File: config.mk
export PLATFORM = sky130hd
export DESIGN_NAME = instr_encoder
export DESIGN_NICKNAME = d
export VERILOG_FILES = /design/src/rtl/instr_encoder.sv
export SDC_FILE = /design/constraint.sdc
export NUM_CORES = 1
export LEC_CHECK = 0
export CORE_ASPECT_RATIO = 1.5
export CORE_MARGIN = 2
export CORE_UTILIZATION = 51
export DETAILED_ROUTE_END_ITERATION = 8
export PLACE_DENSITY_LB_ADDON = 0.08
export RECOVER_POWER = 25
export SLEW_MARGIN = 10
export SYNTH_ARGS = -nofsm -noshare
export SYNTH_HDL_FRONTEND = slang
export SYNTH_SLANG_ARGS = --single-unit
File: constraint.sdc
create_clock -name clk -period 5.1 [get_ports clk]
set_input_delay 0.51 -clock clk [delete_from_list [all_inputs] [get_ports clk]]
set_output_delay 0.51 -clock clk [all_outputs]
set_load 0.01 [all_outputs]
File: src/rtl/instr_encoder.sv
// Field-level instruction encoder: packs one command per handshake into a 32-bit
// class-ISA word and streams it to consecutive instruction-memory addresses.
module instr_encoder #(
   parameter int ADDR_W    = 10,
   parameter int ERR_CNT_W = 8
) (
   input  logic                  clk,
   input  logic                  rst_n,
   input  logic                  cmd_valid,
   output logic                  cmd_ready,
   input  logic [1:0]            cmd_class,
   input  logic [4:0]            cmd_opc,
   input  logic                  cmd_wide,
   input  logic [2:0]            cmd_rd,
   input  logic [2:0]            cmd_rn,
   input  logic [2:0]            cmd_rm,
   input  logic [3:0]            cmd_cond,
   input  logic [31:0]           cmd_imm,
   input  logic                  addr_load,
   input  logic [ADDR_W-1:0]     addr_base,
   output logic                  iw_valid,
   input  logic                  iw_ready,
   output logic [ADDR_W-1:0]     iw_addr,
   output logic [31:0]           iw_data,
   output logic                  err_pulse,
   output logic [ERR_CNT_W-1:0]  err_count,
   output logic [ADDR_W:0]       words_written
);

   typedef enum logic [1:0] {IDLE, EMIT, EMIT_HI} state_t;

   state_t                state_q, state_d;
   logic                  cmd_ready_q, cmd_ready_d;
   logic                  iw_valid_q, iw_valid_d;
   logic [ADDR_W-1:0]     iw_addr_q, iw_addr_d;
   logic [31:0]           iw_data_q, iw_data_d;
   logic [31:0]           hi_word_q, hi_word_d;
   logic                  wide_q, wide_d;
   logic                  err_pulse_q, err_pulse_d;
   logic [ERR_CNT_W-1:0]  err_count_q, err_count_d;
   logic [ADDR_W:0]       words_q, words_d;

   logic                  cmd_legal;
   logic [31:0]           enc_word;
   logic [31:0]           movt_word;
   logic [3:0]            sl;

   always_comb begin : encode
      sl        = cmd_opc[3:0];
      cmd_legal = 1'b0;
      enc_word  = '0;
      movt_word = {2'b00, 5'b00001, cmd_rd, 6'b000000, cmd_imm[31:16]};
      if (cmd_wide) begin
         // Wide literal: first word is MOV of the low half, MOVT follows.
         cmd_legal = (cmd_class == 2'b00);
         enc_word  = {2'b00, 5'b00000, cmd_rd, 6'b000000, cmd_imm[15:0]};
      end else begin
         case (cmd_class)
            2'b00: begin
               cmd_legal = (cmd_opc <= 5'd5)
                        || (cmd_opc >= 5'd17 && cmd_opc <= 5'd21)
                        || (cmd_opc >= 5'd25 && cmd_opc <= 5'd29);
               enc_word  = {2'b00, cmd_opc, cmd_rd,
                            (cmd_opc[4:1] == 4'b0000) ? 3'b000 : cmd_rn,
                            3'b000, cmd_imm[15:0]};
            end
            2'b01: begin
               cmd_legal = (cmd_opc >= 5'd17 && cmd_opc <= 5'd22)
                        || (cmd_opc >= 5'd25 && cmd_opc <= 5'd29);
               enc_word  = {2'b01, cmd_opc, cmd_rd, cmd_rn,
                            (cmd_opc == 5'b10110) ? 3'b000 : cmd_rm, 16'h0000};
            end
            2'b10: begin
               cmd_legal = 1'b1;
               enc_word  = {2'b10, 4'b0000, cmd_opc[0], cmd_rd, cmd_rn, 3'b000, cmd_imm[15:0]};
            end
            default: begin
               cmd_legal = !cmd_opc[4] && (sl == 4'b0000 || sl == 4'b0001 || sl == 4'b0010
                                           || sl == 4'b0100 || sl == 4'b1000);
               enc_word  = {2'b11, 1'b0, sl, 25'd0};
               case (sl)
                  4'b0000: enc_word[15:0] = cmd_imm[15:0];
                  4'b0001: begin
                     enc_word[24:21] = cmd_cond;
                     enc_word[15:0]  = cmd_imm[15:0];
                  end
                  4'b0010: begin
                     enc_word[21:19] = cmd_rn;
                     enc_word[15:0]  = cmd_imm[15:0];
                  end
                  default: ;
               endcase
            end
         endcase
      end
   end

   always_comb begin : next_state
      state_d     = state_q;
      iw_valid_d  = iw_valid_q;
      iw_addr_d   = iw_addr_q;
      iw_data_d   = iw_data_q;
      hi_word_d   = hi_word_q;
      wide_d      = wide_q;
      err_pulse_d = 1'b0;
      err_count_d = err_count_q;
      words_d     = words_q;
      case (state_q)
         IDLE: begin
            if (addr_load)
               iw_addr_d = addr_base;
            if (cmd_valid && cmd_ready_q) begin
               if (cmd_legal) begin
                  iw_data_d  = enc_word;
                  hi_word_d  = movt_word;
                  wide_d     = cmd_wide;
                  iw_valid_d = 1'b1;
                  state_d    = EMIT;
               end else begin
                  err_pulse_d = 1'b1;
                  if (err_count_q != '1)
                     err_count_d = err_count_q + 1'b1;
               end
            end
         end
         EMIT, EMIT_HI: begin
            if (iw_ready) begin
               iw_addr_d = iw_addr_q + 1'b1;
               words_d   = words_q + 1'b1;
               if (state_q == EMIT && wide_q) begin
                  iw_data_d = hi_word_q;
                  state_d   = EMIT_HI;
               end else begin
                  iw_valid_d = 1'b0;
                  state_d    = IDLE;
               end
            end
         end
         default: begin
            iw_valid_d = 1'b0;
            state_d    = IDLE;
         end
      endcase
      cmd_ready_d = (state_d == IDLE);
   end

   always_ff @(posedge clk or negedge rst_n) begin
      if (!rst_n) begin
         state_q     <= IDLE;
         cmd_ready_q <= 1'b1;
         iw_valid_q  <= 1'b0;
         iw_addr_q   <= '0;
         iw_data_q   <= '0;
         hi_word_q   <= '0;
         wide_q      <= 1'b0;
         err_pulse_q <= 1'b0;
         err_count_q <= '0;
         words_q     <= '0;
      end else begin
         state_q     <= state_d;
         cmd_ready_q <= cmd_ready_d;
         iw_valid_q  <= iw_valid_d;
         iw_addr_q   <= iw_addr_d;
         iw_data_q   <= iw_data_d;
         hi_word_q   <= hi_word_d;
         wide_q      <= wide_d;
         err_pulse_q <= err_pulse_d;
         err_count_q <= err_count_d;
         words_q     <= words_d;
      end
   end

   assign cmd_ready     = cmd_ready_q;
   assign iw_valid      = iw_valid_q;
   assign iw_addr       = iw_addr_q;
   assign iw_data       = iw_data_q;
   assign err_pulse     = err_pulse_q;
   assign err_count     = err_count_q;
   assign words_written = words_q;

endmodule

==> results.json, run 1 <==
{
  "fp-row-count": 41,
  "synth_edf_count": 0,
  "cts_tree": "yes",
  "fin_worst_hold_slack_ns": 0.4744,
  "worst-setup-path-type": "flip-flop to flip-flop",
  "cts_repair_resize_count": 0,
  "syn_to_final_growth_pct": 36.94,
  "antenna-diode-count": 0,
  "final_clock_skew_ns": 0.005299,
  "timing.setup.tns_ns": 0,
  "final_clock_period_utilization_by_the_worst_path": 0.6044,
  "cts_sinks": 87,
  "synth.ff_latch_count": 87,
  "wl_per_cell_um": 16.37,
  "critical_path.cell_chain": "inv_1 > ha_2 > buf_4 > mux2i_1 > nor2_1 > and3_1 > o21ai_0 > o221a_2",
  "synth-main-ff-cell": "dfrtp_1",
  "synthesis.yosys.warnings": 0,
  "tritoncts.num_buffers": 9,
  "total_standard_cell_area_after_synthesis_sq_um": 4335,
  "die-area_sq_um": 9269,
  "cts_hold_buf": 0,
  "grt_first_pass_wirelength_mm": 16.93,
  "io_buffers": 131,
  "core_sq_um": 8362,
  "chipHeight_um": 116.9,
  "yosysUniqueCellTypes": 55,
  "cts_root_buffer": "clkbuf_16",
  "timing.final.max_slew_violations": 88,
  "grt.overflow.total": 0,
  "layout.core_utilization": 0.7100,
  "cp_max_fo": 27,
  "nature_of_the_critical_path_endpoint": "flip-flop",
  "grt.met3_usage": 0.05598,
  "globalRouteTotalUtil": 0.2362,
  "htreeDepth": 3,
  "grt_antenna_before_repair": 0,
  "drt_drc_violations_left": 0,
  "setup_slack_ns": 2.018,
  "dr.pass1.iters": 4,
  "arrival_ns": 3.30,
  "timing.hold.worst.start": "words_written[10]$_DFFE_PN0P_",
  "worst-endpoint-required_ns": 5.32,
  "status": "complete, but fails checks",
  "critPathSlowestCell": "nor2_1",
  "path_clk_slew_ns": 0.06,
  "post_synth.cell_area_avg_sq_um": 10.65,
  "nFillCells": 637,
  "gpl.final_weighted_congestion": 0.8571,
  "cell_pwr_density_nw_per_um2": 565.5,
  "setup.worst_path.start": "state_q[1]$_DFF_PN0_",
  "crit_path_start_kind": "flip-flop",
  "slew-limit-headroom": -0.4341,
  "dp_worst_setup_slack_ns": 1.708,
  "drt_iter0_drc": 155,
  "floorplan.initialDensity": 0.5185,
  "synth-async-reset-ratio": 1.000,
  "max_stage_delay_ns": 0.89,
  "worstMarginPinSlew_ns": 2.151,
  "drt-vias-per-instance": 5.498,
  "regToRegStartpoint": "state_q[1]$_DFF_PN0_",
  "power.leakage_nw": 2.570,
  "hold_path_class": "flip-flop to flip-flop",
  "grt_setup_unrepaired": "false",
  "setup_viol": 0,
  "min_period_ns": 3.082,
  "postSynthNetCount": 481,
  "clkLatencyLatePin_ns": 0.34,
  "cts_buffer_depth": 2,
  "die-width_um": 79.28,
  "vdd_ir_drop_max_mv": 0.3287,
  "finish.net_count": 603,
  "totalWireLength_mm": 10.48,
  "max-cap-violations": 1,
  "drive_gt1_frac": 0.1220,
  "hold_violations": 0,
  "grt_use_met1": 0.3112,
  "routed-via-count": 3519,
  "busiest_layer": "met2",
  "postRouteAntennaNets": 0,
  "vias_in_the_first_global_route": 3501,
  "global_routing_usage_on_met2": 0.3763,
  "violations": "max-capacitance violations, max-slew violations",
  "num_io_pins": 132,
  "seq_area_frac_synth": 0.5025,
  "max_freq_mhz": 324.4,
  "dpl.hpwl_mm": 7.362,
  "cts.repair_timing.setup_buffer_count": 0,
  "grt_start_max_net_pins": 88,
  "syn_inst": 407
}
-- cells in the final DEF (no fill, tap or decap), types with 2 or more instances in the layout --
| cell type | Yosys | layout |
|---|---|---|
| nand2_1 | 57 | 57 |
| nor2_1 | 19 | 18 |
| o21ai_2 | 10 | 10 |
| mux2_2 | 3 | 3 |
| nor3_1 | 4 | 4 |
| xor2_1 | 4 | 4 |
| ha_1 | 6 | 5 |
| clkdlybuf4s50_1 | 0 | 130 |
| inv_1 | 8 | 8 |
| nand4_1 | 4 | 4 |
| a22oi_1 | 2 | 2 |
| a31oi_1 | 3 | 3 |
| o22ai_1 | 7 | 7 |
| and3_1 | 16 | 16 |
| a22o_1 | 3 | 3 |
| or3_1 | 2 | 2 |
| or2_2 | 4 | 4 |
| o31ai_1 | 2 | 2 |
| dfrtp_1 | 86 | 86 |
| nand2b_1 | 3 | 3 |
| mux2i_1 | 21 | 21 |
| clkinvlp_4 | 0 | 2 |
| o21ai_0 | 28 | 28 |
| buf_4 | 0 | 3 |
| a21oi_1 | 17 | 17 |
| o31a_1 | 2 | 2 |
| nand3_1 | 16 | 16 |
| clkinv_2 | 0 | 2 |
| xnor2_1 | 12 | 12 |
| and2_1 | 2 | 2 |
| mux2_4 | 19 | 19 |
| clkbuf_16 | 0 | 9 |
-- worst max-delay path, delay by kind of cell (launching register included) --
family / cells / cell delay (ns)
adder cells (fa/ha/maj): 1 / 0.53
AND/OR/NAND/NOR: 2 / 1.15
flip-flops: 1 / 0.37
buffers and inverters: 2 / 0.52
AO/OA/AOI/OAI: 2 / 0.24
multiplexers: 1 / 0.15
-- Yosys cell counts, types with 3 or more instances --
cell type / instances / share of area
nand2_1: 57 / 0.049
o22ai_1: 7 / 0.010
mux2_4: 19 / 0.066
nand4_1: 4 / 0.0058
ha_1: 6 / 0.017
a31oi_1: 3 / 0.0043
nor2_1: 19 / 0.016
clkbuf_1: 14 / 0.012
dfrtp_1: 86 / 0.50
mux2_2: 3 / 0.0078
or2_2: 4 / 0.0058
inv_1: 8 / 0.0069
buf_2: 3 / 0.0035
xnor2_1: 12 / 0.024
mux2i_1: 21 / 0.048
a21oi_1: 17 / 0.020
xor2_1: 4 / 0.0081
a22o_1: 3 / 0.0061
buf_6: 5 / 0.013
o21ai_2: 10 / 0.020
nand3_1: 16 / 0.018
nand2b_1: 3 / 0.0043
nor3_1: 4 / 0.0046
and3_1: 16 / 0.023
o21ai_0: 28 / 0.032
-- registers in the layout, indices dropped and copies added (netlist names) --
name           flops
cmd_ready          1
wide_q             1
iw_data           32
words_written     11
hi_word_q         20
iw_valid           1
state_q            2
err_count          8
iw_addr           10
err_pulse          1
-- layer usage --
layer	up-vias	wire, um
li1	1684	-
met1	1695	4534
met2	121	5096
met3	19	603
met4	0	245
met5	-	0
-- metrics by stage --
stage,instance area (sq um),power (W),std cells
after floorplan,4335,0.002122,407
after global placement,5667,0.002714,625
after detailed placement,5667,0.002766,625
after CTS,5939,0.003389,640
after global routing,5937,0.003596,640
final,5937,0.003357,640
-- area by class of cell --
class                   count  area (sq um)  share of cell area
well taps                 107         133.9             0.02255
inverters                   8         30.03            0.005058
multi-input cells         289          1993              0.3357
flip-flops and latches     87          2178              0.3669
clock buffers              10         239.0             0.04025
repair buffers            134          1329              0.2238
clock inverters             5         33.78            0.005690
-- report_power, final --
group          switching [W]  total, W  internal (W)  leakage (nW)
sequential          0.000218   0.00120      0.000980          1.09
combinational       0.000736   0.00155      0.000814          1.35
clock               0.000269  0.000609      0.000340         0.131
-- final timing paths --
check | cells past startpoint | slack, ns | end
min in group asynchronous | 1 | 0.78 | iw_addr[9]$_DFFE_PN0P_
max reg2reg | 8 | 2.02 | iw_addr[2]$_DFFE_PN0P_
min reg2reg | 1 | 0.47 | words_written[10]$_DFFE_PN0P_
min | 1 | 0.47 | words_written[10]$_DFFE_PN0P_
max in group asynchronous | 1 | 3.04 | iw_data[30]$_DFFE_PN0P_
max | 8 | 2.02 | iw_addr[2]$_DFFE_PN0P_
-- logic make-up after synthesis --
group / count (synthesis) / synth area share
multiplexers: 43 / 0.1221
AND/OR/NAND/NOR: 133 / 0.1460
adder cells (fa/ha/maj): 7 / 0.01991
buffers and inverters: 31 / 0.03896
flip-flops: 87 / 0.5025
AO/OA/AOI/OAI: 90 / 0.1382
XOR/XNOR: 16 / 0.03232
No activity file was read; power rests on OpenSTA's default activity.
==> inputs of run 2 (changes only) <==
CORE_UTILIZATION = 47   (was 51)
clock period = 3.1 ns   (was 5.1 ns; I/O delays follow)
==> results.json, run 2 (synthesis results as in run 1) <==
{
  "status": "complete, but fails checks",
  "violations": "max-capacitance violations, max-slew violations",
  "floorplan.initialDensity": 0.4882,
  "antenna-diode-count": 0,
  "timing.final.max_slew_violations": 37,
  "drt-vias-per-instance": 5.426,
  "drive_gt1_frac": 0.1326,
  "worst-setup-path-type": "primary input to flip-flop",
  "nature_of_the_critical_path_endpoint": "flip-flop",
  "comb_pwr_share": 0.460,
  "grt_first_pass_wirelength_mm": 17.29,
  "max_freq_mhz": 387.0,
  "worst-endpoint-required_ns": 3.35,
  "largest_register_ffs": 32,
  "worstMarginPinSlew_ns": 1.907,
  "path_clk_slew_ns": 0.06,
  "drt_drc_violations_left": 0,
  "routed-via-count": 3543,
  "num_io_pins": 132,
  "mostFrequentLayoutCell": "clkdlybuf4s50_1",
  "gpl.final_weighted_congestion": 0.9604,
  "clock_power_share": 0.192,
  "power.share.sequential": 0.347,
  "dpl.hpwl_mm": 7.855,
  "cts_buffer_depth": 2,
  "grt.overflow.total": 0,
  "hold_path_class": "flip-flop to flip-flop",
  "layout.cells.most_common_list": "clkdlybuf4s50_1 (130), dfrtp_1 (86), nand2_1 (57)",
  "post_dp_cell_area_sq_um": 5751,
  "final_cell_count_without_fillers": 653,
  "power.leakage_nw": 2.631,
  "chipHeight_um": 121.6,
  "io_buffers": 131,
  "tritoncts.num_buffers": 9,
  "crit_path_start_kind": "primary input",
  "cell_pwr_density_nw_per_um2": 935.6,
  "grt_setup_unrepaired": "false",
  "cp_max_fo": 16,
  "vias_in_the_first_global_route": 3580,
  "arrival_ns": 2.83,
  "min_period_ns": 2.584,
  "setup_slack_ns": 0.5163,
  "clkLatencyLatePin_ns": 0.34,
  "power.switching_w": 0.002034,
  "cts_root_buffer": "clkbuf_16",
  "totalWireLength_mm": 10.59,
  "dp_worst_setup_slack_ns": 0.1969,
  "syn_to_final_growth_pct": 39.60,
  "drt_iter0_drc": 163,
  "final_clock_skew_ns": 0.009630,
  "vdd_ir_drop_max_mv": 0.5240,
  "p_int_w": 0.003629,
  "timing.setup.tns_ns": 0,
  "finish.net_count": 612,
  "final_clock_period_utilization_by_the_worst_path": 0.8335,
  "dr.pass1.iters": 4,
  "grt_start_max_net_pins": 37,
  "grt_antenna_before_repair": 0,
  "die-width_um": 82.42,
  "cts_sinks": 87,
  "htreeDepth": 3,
  "setup_viol": 0,
  "switching_portion_of_total_power": 0.3591,
  "cts_repair_resize_count": 0,
  "core_sq_um": 8881,
  "dp_cells": 636,
  "fp-row-count": 42,
  "wl_per_cell_um": 16.21,
  "post-route-cell-area_sq_um": 6052,
  "globalRouteTotalUtil": 0.2251,
  "hold_violations": 0,
  "postRouteAntennaNets": 0,
  "cts_tree": "yes",
  "die-area_sq_um": 10020,
  "slew-limit-headroom": -0.2711,
  "max-cap-violations": 1
}
==> run 2: stage by stage <==
step / hold slack [ns] / utilization / total power (W)
after floorplan: 0.01441 / - / 0.003491
final: 0.4729 / 0.6815 / 0.005662
after CTS: 0.4755 / 0.6822 / 0.005721
after global routing: 0.4957 / 0.6815 / 0.006075
after global placement: 0.2910 / 0.6475 / 0.004536
after detailed placement: 0.2939 / 0.6475 / 0.004606
==> run 2: path summary, 6_finish.rpt <==
check,start,slack (ns),endpoint,cells past startpoint
hold / removal,iw_data[21]$_DFFE_PN0P_,0.47,iw_data[21]$_DFFE_PN0P_,1
min in group asynchronous,rst_n,1.04,iw_addr[7]$_DFFE_PN0P_,2
max in group asynchronous,rst_n,0.62,cmd_ready$_DFF_PN1_,3
setup / recovery,cmd_opc[1],0.52,iw_data[2]$_DFFE_PN0P_,7
setup reg to reg,state_q[1]$_DFF_PN0_,0.66,iw_data[2]$_DFFE_PN0P_,8
hold reg to reg,iw_data[21]$_DFFE_PN0P_,0.47,iw_data[21]$_DFFE_PN0P_,1
==> run 2: metal layers <==
layer	vias to the layer above	global-route usage	routed length, um
li1	1704	-	-
met1	1709	0.2875	4338
met2	119	0.3705	5404
met3	11	0.06000	688
met4	0	0.06563	156
met5	-	0	0
==> run 2: power groups by stage <==
stage	Sequential, W	Combinational [W]	Clock, W
after global placement	0.00197	0.00257	0
after CTS	0.00197	0.00264	0.00111
after floorplan	0.00206	0.00143	0
after global routing	0.00203	0.00288	0.00116
after detailed placement	0.00198	0.00263	0
final	0.00197	0.00261	0.00109
==> run 2: cell type report <==
type / instances / area (sq um)
fillers: 725 / 2829
flip-flops and latches: 87 / 2178
multi-input cells: 289 / 2001
repair buffers: 143 / 1408
clock buffers: 10 / 229.0
well taps: 110 / 137.6
clock inverters: 6 / 68.82
inverters: 8 / 30.03
==> run 2: critical path: stages <==
cell	delay, ns
clkdlybuf4s50_1	0.59
and2_1	0.28
a221oi_1	0.39
a32o_2	0.23
nor2_1	0.06
or3_1	0.68
o21ai_0	0.29
==> run 2: what timing repair did <==
| action | 4_1_cts | 5_1_grt |
|---|---|---|
| setup buffers | 0 | 0 |
| hold buffers | 1 | 0 |
| hold endpoints to repair | 34 | 0 |
==> inputs of run 3 (changes only) <==
CORE_UTILIZATION = 43   (was 47)
clock period = 2.2 ns   (was 3.1 ns; I/O delays follow)
==> results.json, run 3 (synthesis results as in run 1) <==
{
  "max-cap-violations": 0,
  "nature_of_the_critical_path_endpoint": "flip-flop",
  "status": "complete, no violations",
  "cts_sinks": 87,
  "syn_to_final_growth_pct": 45.31,
  "footprint_of_the_multi_input_gates_sq_um": 2031,
  "min_period_ns": 2.053,
  "worstMarginPinSlew_ns": 0.8549,
  "hold_violations": 0,
  "power.leakage_nw": 2.781,
  "setup_viol": 0,
  "cell_pwr_density_nw_per_um2": 1294,
  "clock_power_share": 0.176,
  "num_io_pins": 132,
  "grt_antenna_before_repair": 0,
  "gpl.final_weighted_congestion": 0.8593,
  "largest_register_ffs": 32,
  "nFillCells": 812,
  "floorplan.initialDensity": 0.4449,
  "worst-endpoint-required_ns": 2.46,
  "drt-vias-per-instance": 5.316,
  "path_clk_slew_ns": 0.06,
  "grt_start_max_net_pins": 56,
  "comb_pwr_share": 0.483,
  "switching_portion_of_total_power": 0.3574,
  "max_freq_mhz": 487.1,
  "fp-row-count": 44,
  "vdd_ir_drop_max_mv": 0.6350,
  "cts_tree": "yes",
  "critical_path.cell_chain": "inv_1 > ha_2 > and3b_1 > a22oi_1 > o31a_1 > nor2_1 > or3_4 > buf_4 > o21ai_0",
  "power.switching_w": 0.002914,
  "totalWireLength_mm": 11.00,
  "antenna-diode-count": 0,
  "wl_per_cell_um": 16.08,
  "drive_gt1_frac": 0.1828,
  "setup.worst_path.start": "state_q[1]$_DFF_PN0_",
  "fin_worst_hold_slack_ns": 0.4074,
  "power.share.sequential": 0.340,
  "clkLatencyLatePin_ns": 0.34,
  "cp_max_fo": 6,
  "drt_iter0_drc": 163,
  "final_clock_skew_ns": 0.004641,
  "dp_worst_setup_slack_ns": -0.2463,
  "drt_drc_violations_left": 0,
  "grt.overflow.total": 0,
  "mostFrequentLayoutCell": "clkdlybuf4s50_1",
  "tritoncts.num_buffers": 9,
  "grt_first_pass_wirelength_mm": 17.92,
  "arrival_ns": 2.31,
  "slew-limit-headroom": 0.4301,
  "postRouteAntennaNets": 0,
  "max_stage_delay_ns": 0.39,
  "die-area_sq_um": 10920,
  "dpl.hpwl_mm": 8.111,
  "globalRouteTotalUtil": 0.2073,
  "routed-via-count": 3636,
  "vias_in_the_first_global_route": 3789,
  "cts_buffer_depth": 2,
  "dr.pass1.iters": 5,
  "layout.cells.most_common_list": "clkdlybuf4s50_1 (129), dfrtp_1 (86), nand2_1 (57)",
  "htreeDepth": 3,
  "final_clock_period_utilization_by_the_worst_path": 0.9333,
  "regToRegStartpoint": "state_q[1]$_DFF_PN0_",
  "timing.hold.worst.start": "cmd_opc[1]",
  "critical_path.top_delay_family": "simple AND/OR/NAND/NOR gates",
  "crit_path_start_kind": "flip-flop",
  "core_sq_um": 9744,
  "final-seq-area_sq_um": 2178,
  "p_int_w": 0.005240,
  "critPathSlowestCell": "or3_4",
  "hold_path_class": "primary input to flip-flop",
  "die-width_um": 85.99,
  "cts_root_buffer": "clkbuf_16",
  "setup_slack_ns": 0.1468,
  "worst-setup-path-type": "flip-flop to flip-flop",
  "timing.final.max_slew_violations": 0,
  "io_buffers": 131,
  "worstPathBufferInverterCount": 2,
  "finish.net_count": 638,
  "chipHeight_um": 127.0
}
run 3: cell types whose count changed in the layout (fill, tap and decap cells not counted), sizes merged:
cell / change
clkdlybuf4s50: -1
clkbuf: -1
bufinv: -1
dlymetal6s2s: +1
buf: +27
clkinvlp: +1
run 3: area by class of cell:
cell class | instances | share of cell area
inverters | 8 | 0.004767
clock buffers | 10 | 0.03793
well taps | 115 | 0.02284
flip-flops and latches | 87 | 0.3458
multi-input cells | 289 | 0.3223
repair buffers | 169 | 0.2594
clock inverters | 6 | 0.006951
run 3: path summary, 6_finish.rpt:
path	end	slack (ns)	cells after the start
min reg2reg	words_written[10]$_DFFE_PN0P_	0.47	1
max reg2reg	iw_data[2]$_DFFE_PN0P_	0.15	9
max in group asynchronous	iw_data[14]$_DFFE_PN0P_	0.34	3
max	iw_data[2]$_DFFE_PN0P_	0.15	9
min in group asynchronous	iw_addr[9]$_DFFE_PN0P_	0.53	2
min	iw_data[26]$_DFFE_PN0P_	0.41	4
run 3: per-layer routing:
layer,vias up,share of wire,global-route usage
met4,0,0.020,0.07563
li1,1757,-,-
met2,121,0.52,0.3703
met3,19,0.058,0.05168
met1,1739,0.41,0.2358
met5,-,0,0
run 3: power by group through the flow:
stage,logic [W],clock network [W],registers [W]
6_report,0.00394,0.00144,0.00278
5_1_grt,0.00430,0.00154,0.00287
4_1_cts,0.00396,0.00147,0.00278
3_5_place_dp,0.00395,0,0.00278
3_3_place_gp,0.00387,0,0.00277
2_1_floorplan,0.00202,0,0.00290
run 3: repair_timing:
action,CTS,global route
endpoints found under the setup margin,0,37
resized for setup,0,7
hold buffers,1,0
buffers inserted,0,1
endpoints found under the hold margin,31,0
run 3: metrics by stage:
stage	util	TNS (ns)	power (W)	instances	area, sq um
detailed placement	0.6139	-9.901	0.006731	666	5982
global placement	0.6139	-6.897	0.006636	666	5982
global route	0.6465	-0.004760	0.008709	684	6300
floorplan	-	0	0.004918	407	4335
finish	0.6465	0	0.008154	684	6300
CTS	0.6439	0	0.008211	683	6275
run 3: tightest hold or removal path, delay by kind of cell:
family / cells / cell delay [ns]
AO/OA/AOI/OAI: 1 / 0.06
buffers and inverters: 2 / 0.37
AND/OR/NAND/NOR: 1 / 0.05
